--- src/rtl/fifo_wr_arbiter.sv ---
// Round-robin, burst-locked arbiter sharing one fifo write port among N producers.
// Optional stall watchdog compiled in with FIFO_ARB_WATCHDOG_EN.
module fifo_wr_arbiter #(
    parameter int WIDTH   = 8,
    parameter int N       = 4,
    parameter int TIMEOUT = 64
) (
    input  logic                 CLK,
    input  logic                 rst_in,
    input  logic [N-1:0]         req_valid_in,
    input  logic [N*WIDTH-1:0]   req_data_in,
    input  logic [N-1:0]         req_last_in,
    output logic [N-1:0]         req_ready_out,
    output logic [WIDTH-1:0]     fifo_data_out,
    output logic                 fifo_wr_out,
    input  logic                 fifo_full_in,
    output logic                 busy_out,
    output logic [$clog2(N)-1:0] owner_out,
    output logic                 wdt_err_out
);
    localparam int OW = $clog2(N);
    localparam logic [0:0] IDLE   = 1'b0;
    localparam logic [0:0] LOCKED = 1'b1;

    logic [0:0]    state_q, state_d;
    logic [OW-1:0] owner_q, owner_d;
    logic [OW-1:0] rr_q, rr_d;
    logic [OW-1:0] sel, owner_inc;
    logic          found, own_valid, own_last, xfer, wdt_trip;

    // Owner-side mux: everything the locked requester presents.
    always_comb begin
        own_valid     = 1'b0;
        own_last      = 1'b0;
        fifo_data_out = '0;
        for (int i = 0; i < N; i++) begin
            if (owner_q == OW'(i)) begin
                own_valid     = req_valid_in[i];
                own_last      = req_last_in[i];
                fifo_data_out = req_data_in[i*WIDTH +: WIDTH];
            end
        end
    end

    always_comb begin
        req_ready_out = '0;
        for (int i = 0; i < N; i++) begin
            if (state_q == LOCKED && owner_q == OW'(i))
                req_ready_out[i] = !fifo_full_in;
        end
    end

    assign xfer        = (state_q == LOCKED) && own_valid && !fifo_full_in;
    assign fifo_wr_out = xfer;
    assign busy_out    = (state_q == LOCKED);
    assign owner_out   = owner_q;
    assign owner_inc   = (owner_q == OW'(N-1)) ? '0 : owner_q + 1'b1;

    // Descending offset scan so the nearest requester at or above rr wins.
    always_comb begin
        found = 1'b0;
        sel   = '0;
        for (int k = N-1; k >= 0; k--) begin
            for (int i = 0; i < N; i++) begin
                if (req_valid_in[i] && ((int'(rr_q) + k) % N) == i) begin
                    found = 1'b1;
                    sel   = OW'(i);
                end
            end
        end
    end

`ifdef FIFO_ARB_WATCHDOG_EN
    localparam int CW = $clog2(TIMEOUT + 1);
    logic [CW-1:0] cnt_q, cnt_d;
    logic          err_q;

    always_comb begin
        cnt_d    = cnt_q;
        wdt_trip = 1'b0;
        if (state_q != LOCKED || own_valid || fifo_full_in) begin
            cnt_d = '0;
        end else if (cnt_q == CW'(TIMEOUT - 1)) begin
            wdt_trip = 1'b1;
            cnt_d    = '0;
        end else begin
            cnt_d = cnt_q + 1'b1;
        end
    end

    always_ff @(posedge CLK or negedge rst_in) begin
        if (!rst_in) begin
            cnt_q <= '0;
            err_q <= 1'b0;
        end else begin
            cnt_q <= cnt_d;
            err_q <= err_q | wdt_trip;
        end
    end

    assign wdt_err_out = err_q;
`else
    assign wdt_trip    = 1'b0;
    assign wdt_err_out = 1'b0;
`endif

    always_comb begin
        state_d = state_q;
        owner_d = owner_q;
        rr_d    = rr_q;
        case (state_q)
            IDLE: begin
                if (found) begin
                    owner_d = sel;
                    state_d = LOCKED;
                end
            end
            default: begin
                if ((xfer && own_last) || wdt_trip) begin
                    state_d = IDLE;
                    rr_d    = owner_inc;
                end
            end
        endcase
    end

    always_ff @(posedge CLK or negedge rst_in) begin
        if (!rst_in) begin
            state_q <= IDLE;
            owner_q <= '0;
            rr_q    <= '0;
        end else begin
            state_q <= state_d;
            owner_q <= owner_d;
            rr_q    <= rr_d;
        end
    end
endmodule

--- config.mk ---
export PLATFORM = sky130hd
export DESIGN_NAME = fifo_wr_arbiter
export DESIGN_NICKNAME = d
export VERILOG_FILES = /design/src/rtl/fifo_wr_arbiter.sv
export SDC_FILE = /design/constraint.sdc
export NUM_CORES = 1
export LEC_CHECK = 0
export BUFFER_PORTS_ARGS = -buffer_cell sky130_fd_sc_hd__buf_4
export CAP_MARGIN = 25
export CORE_UTILIZATION = 35
export CTS_CLUSTER_SIZE = 25
export DETAILED_ROUTE_END_ITERATION = 12
export GPL_TIMING_DRIVEN = 0
export PLACE_DENSITY = 0.77
export SLEW_MARGIN = 20
export SYNTH_ARGS = -nofsm -noshare
export SYNTH_HDL_FRONTEND = slang
export SYNTH_SLANG_ARGS = --single-unit
--- constraint.sdc ---
create_clock -name CLK -period 5.3 [get_ports CLK]
set_input_delay 1.325 -clock CLK [delete_from_list [all_inputs] [get_ports CLK]]
set_output_delay 1.325 -clock CLK [all_outputs]
set_load 0.02 [all_outputs]
After elaboration in Yosys (flattened, before gate mapping)
Index checks and enable logic that the tools add are counted.

storage, ports and cells
  bits in registers = 5
  bits in latches = 0
  memory bits (writable) = 0
  bits in read-only memories = 0
  bits of input ports = 43
  output and inout bits = 17
  word-level logic and storage cells = 111
  memories kept = 0

operators by class
  add/subtract/negate cells = 4
  $mul = 0
  div/mod/pow operators = 0
  order comparisons = 0
  eq/ne operators = 15
  shifts and indexed selects = 0
  muxes and demuxes = 51
  bitwise operators = 4
  reduce and logical (&&, ||, !) cells = 34

operator list
  kind                                           count
  zero test 32 bit                               4
  2-to-1 mux 1 bit                               32
  2-to-1 mux 8 bit                               4
  2-to-1 mux 2 bit                               15
  logical AND 1 bit                              23
  == test 3 bit, second input constant           6
  == test 3 x 2 -> 1 bit, second input constant  3
  == test 2 bit, second input constant           4
  OR reduction 2 bit                             3
  adder 2 x 1 -> 2 bit, second input constant    2
  adder 2 bit, second input constant             2
  == test 2 x 1 -> 1 bit, second input constant  2
  AND reduction 2 bit                            2
  bitwise AND 1 bit, first input constant        3
  zero test 2 bit                                1
  zero test 1 bit                                1
  NOT 1 bit                                      1

Depth between registers and ports, before layout
  word-level depth = 23
  mapped depth = 7
  gate-level depth less buffers = 6

Worst setup path before layout
OpenSTA, ideal clock, no wires.

  kind = input port to output port
  start point = in req_data_in[1]
  end point = out fifo_data_out[1]
  data arrival time = 2.054 ns
  data required time = 3.975 ns
  setup slack = 1.921 ns
  stages on the path = 4
  buffers on the path = 0
  cell sequence = nand3b_1 -> a21oi_1 -> a21oi_1 -> o21ai_0

between the ends
  longest elaborated chain between the ends = 4

ends and longest elaborated chain
  item                            RTL line  text
  start, declared                 11        input logic [N*WIDTH-1:0] req_data_in,
  2-to-1 mux 8 bit (4 in series)  37        if (owner_q == OW'(i)) begin
  end, declared                   14        output logic [WIDTH-1:0] fifo_data_out,

No other way between the ends.

Worst setup path in the final report
  start point = reg owner_q[0], in the netlist owner_out[0]
  end point = out fifo_data_out[3]

between the ends
  longest elaborated chain between the ends = 5
  elaborated cells between the ends (all ways) = 8
  classes of those cells = eq/ne: 3; mux: 4; reduce/logical: 1

ends and longest elaborated chain
  item                            RTL line  text
  start, declared                 26        logic [OW-1:0] owner_q, owner_d;
  start signal, assigned          134       owner_q <= owner_d;
  zero test 2 bit                 37
  2-to-1 mux 8 bit (3 in series)  37
  2-to-1 mux 8 bit (*)            37

Mark *: on every way between the ends. The rest lies on a longest branch, timed or not.

==> results.yml <==
status:
  run_status: "complete, no violations"
drt:
  first_iter_violations: 26
  post_drt_via_cell_ratio: 5.24
  wl_per_cell_um: 12.2
  drt-pass1-iter-count: 4
  drtAntennaViolNets: 0
  drcViolationCount: 0
  via_count: 1011
  routed_wl_um: 2350
clocking:
  holdBufCountCts: 0
  cts_setup_buffers: 0
  clk_pin_slew_ps: 50
  clock_sinks: 5
  numCtsBuffers: 3
  post_cts_resized: 0
  worstSkewPairLatency_ps: 240
  tritoncts: "built"
  h-tree-depth: 1
  cts_buffer_depth: 2
  root_buffer: "clkbuf_4"
pwr:
  switching_share_pct: 50.0
  pwr-share-comb_pct: 82.0
  pwr-share-clk_pct: 6.8
  p_switching_w: 0.000324
  p_leak_nw: 0.593
  power_frac_seq_pct: 11.2
  p_total_w: 0.000649
  ir_worst_vdd_mv: 0.359
  intPower_w: 0.000324
  powerDensity_nw_per_um2: 525
timing:
  hold_viol_final: 0
  finalMaxSlewViolations: 0
  setup-violations-final: 0
  fin_tns_setup_ps: 0
  fin_crit_ps: 3530
  fmax_mhz: 284
  rsz0062_at_grt: "false"
  fin_crit_sh_pct: 66.6
  fin_ws_ps: 1770
  fin_worst_skew_ps: 3.17
die:
  core_area_um2: 1980
  dieArea_um2: 2300
  fp.dieW_um: 47.9
  die_h_um: 47.9
  io_pins: 60
  rows: 16
  start_util_pct: 37.2
setup_path:
  cp_top_family: "buffers and inverters"
  endpoint_kind: "primary output"
  cp_common_cell: "clkbuf_1"
  crit_buf_inv: 4
  arrival_ps: 2200
  cp_slowest_cell: "dfrtp_1"
  critPathLaunchType: "flop"
  worstPathCellList: "inv_1, ha_1, clkbuf_1, clkbuf_1, a221oi_1, o31ai_1, buf_4"
  cp_max_fo: 10
  crit_type: "flop to primary output"
  cp_data_required_time_ps: 3970
  max_stage_delay_ps: 440
global_routing:
  grt_pass1_vias: 802
  grt_pass1_wl_um: 3200
  grtUsageTotal_pct: 19.3
  grt-ovfl-total: 0
  grt_max_degree: 11
  antenna_found_initial: 0
logic_synthesis:
  netlist_area_um2: 738
  synthTopCellsByCount: "14 x nand2_1, 11 x a21oi_1, 7 x clkbuf_1"
  ys_types: 33
  synth-seq-cells: 5
  netlist_instances: 104
  yosysTopAreaCellShare_pct: 16.9
  yosys.area.top_type: "dfrtp_1"
  yosysMostFrequentCell: "nand2_1"
  synth-main-ff-cell: "dfrtp_1"
  synth_warnings: 0
  synth_edf_count: 0
  async_flop_share_pct: 100
  ys_top_cells_by_area: "dfrtp_1 17%, a21oi_1 7.5%, nand2_1 7.1%"
  seq_area_frac_synth_pct: 16.9
  synth.avg_cell_area_um2: 7.10
  synth_nets: 151
placement:
  gp_routability_congestion: 0.775
  hpwl_um: 1850
  io_buffers: 58
  pre_cts_ws_ps: 1870
layout:
  post_route_cells_drive_above_1_share_pct: 39.2
  nNetsFinal: 214
  antenna_cells: 0
  areaGrowthSynthToFinish_pct: 67.3
min_path:
  hp-class: "flop to flop"
flow_run:
  max_cap_viol_count: 0
==> cells in the final DEF, fill, tap and decap left out, drive strengths merged, types with 2 or more instances in the layout <==
cell type,Yosys,final
dfrtp,5,5
nor2b,5,5
nand2,14,14
a21boi,3,3
o21ai,5,5
ha,4,4
and2,4,4
inv,5,5
o31ai,4,4
buf,1,59
mux2,2,2
nand3,2,2
nand3b,5,5
a221oi,5,5
clkbuf,7,10
nor2,6,6
a21oi,11,11
==> cells by family (layout without fill, tap and decap cells) <==
family | count (synthesis) | in the layout | synth area share, %
simple gates | 41 | 41 | 29.0
compound gates | 36 | 36 | 33.1
buf+inv | 13 | 75 | 7.12
flops | 5 | 5 | 16.9
fa+ha+maj | 4 | 4 | 6.78
mux | 3 | 3 | 5.42
other cells | 1 | 1 | 0.508
xor+xnor | 1 | 1 | 1.19
==> flip-flops by register name, indices dropped and copies added (netlist names) <==
register,cells
busy_out,1
rr_q,2
owner_out,2
==> path summary, 6_finish.rpt <==
check | start | end | slack (ps) | depth (start not counted)
min in group asynchronous | rst_in | busy_out$_DFF_PN0_ | 870 | 1
min reg2reg | busy_out$_DFF_PN0_ | busy_out$_DFF_PN0_ | 620 | 1
max in group asynchronous | rst_in | owner_out[0]$_DFFE_PN0P_ | 4320 | 1
max | owner_out[0]$_DFFE_PN0P_ | fifo_data_out[3] | 1770 | 7
min | busy_out$_DFF_PN0_ | busy_out$_DFF_PN0_ | 620 | 1
max reg2reg | owner_out[0]$_DFFE_PN0P_ | rr_q[0]$_DFFE_PN0P_ | 3310 | 6
==> power by group through the flow <==
stage,combinational (W),clock (W),sequential (W)
6_report,0.000532,0.0000441,0.0000729
5_1_grt,0.000585,0.0000481,0.0000762
4_1_cts,0.000535,0.0000454,0.0000731
3_5_place_dp,0.000532,0,0.0000736
3_3_place_gp,0.000527,0,0.0000720
2_1_floorplan,0.000339,0,0.0000816
==> layer usage <==
layer | track usage, % | part of all wire (%) | up-vias
li1 | - | - | 502
met1 | 22.6 | 42 | 452
met2 | 36.5 | 47 | 57
met3 | 3.77 | 11 | 0
met4 | 3.33 | 0 | 0
met5 | 0 | 0 | -
==> cell type report <==
cell class              instances  area (um2)
clock inverters                 1        5.00
well taps                      27        33.8
inverters                       5        18.8
flip-flops and latches          5         125
repair buffers                 58         435
multi-input cells              86         561
fillers                       199         747
plain buffers                   8        33.8
clock buffers                   3        22.5
==> per-stage QoR <==
step	instance area, um2	hold slack [ps]	util [%]	cells
floorplan	738	663	-	104
global placement	1210	569	60.9	189
detailed placement	1210	594	60.9	189
CTS	1230	611	62.3	193
global route	1230	674	62.3	193
finish	1230	617	62.3	193
Note: power is estimated with default switching activity, not from simulation.
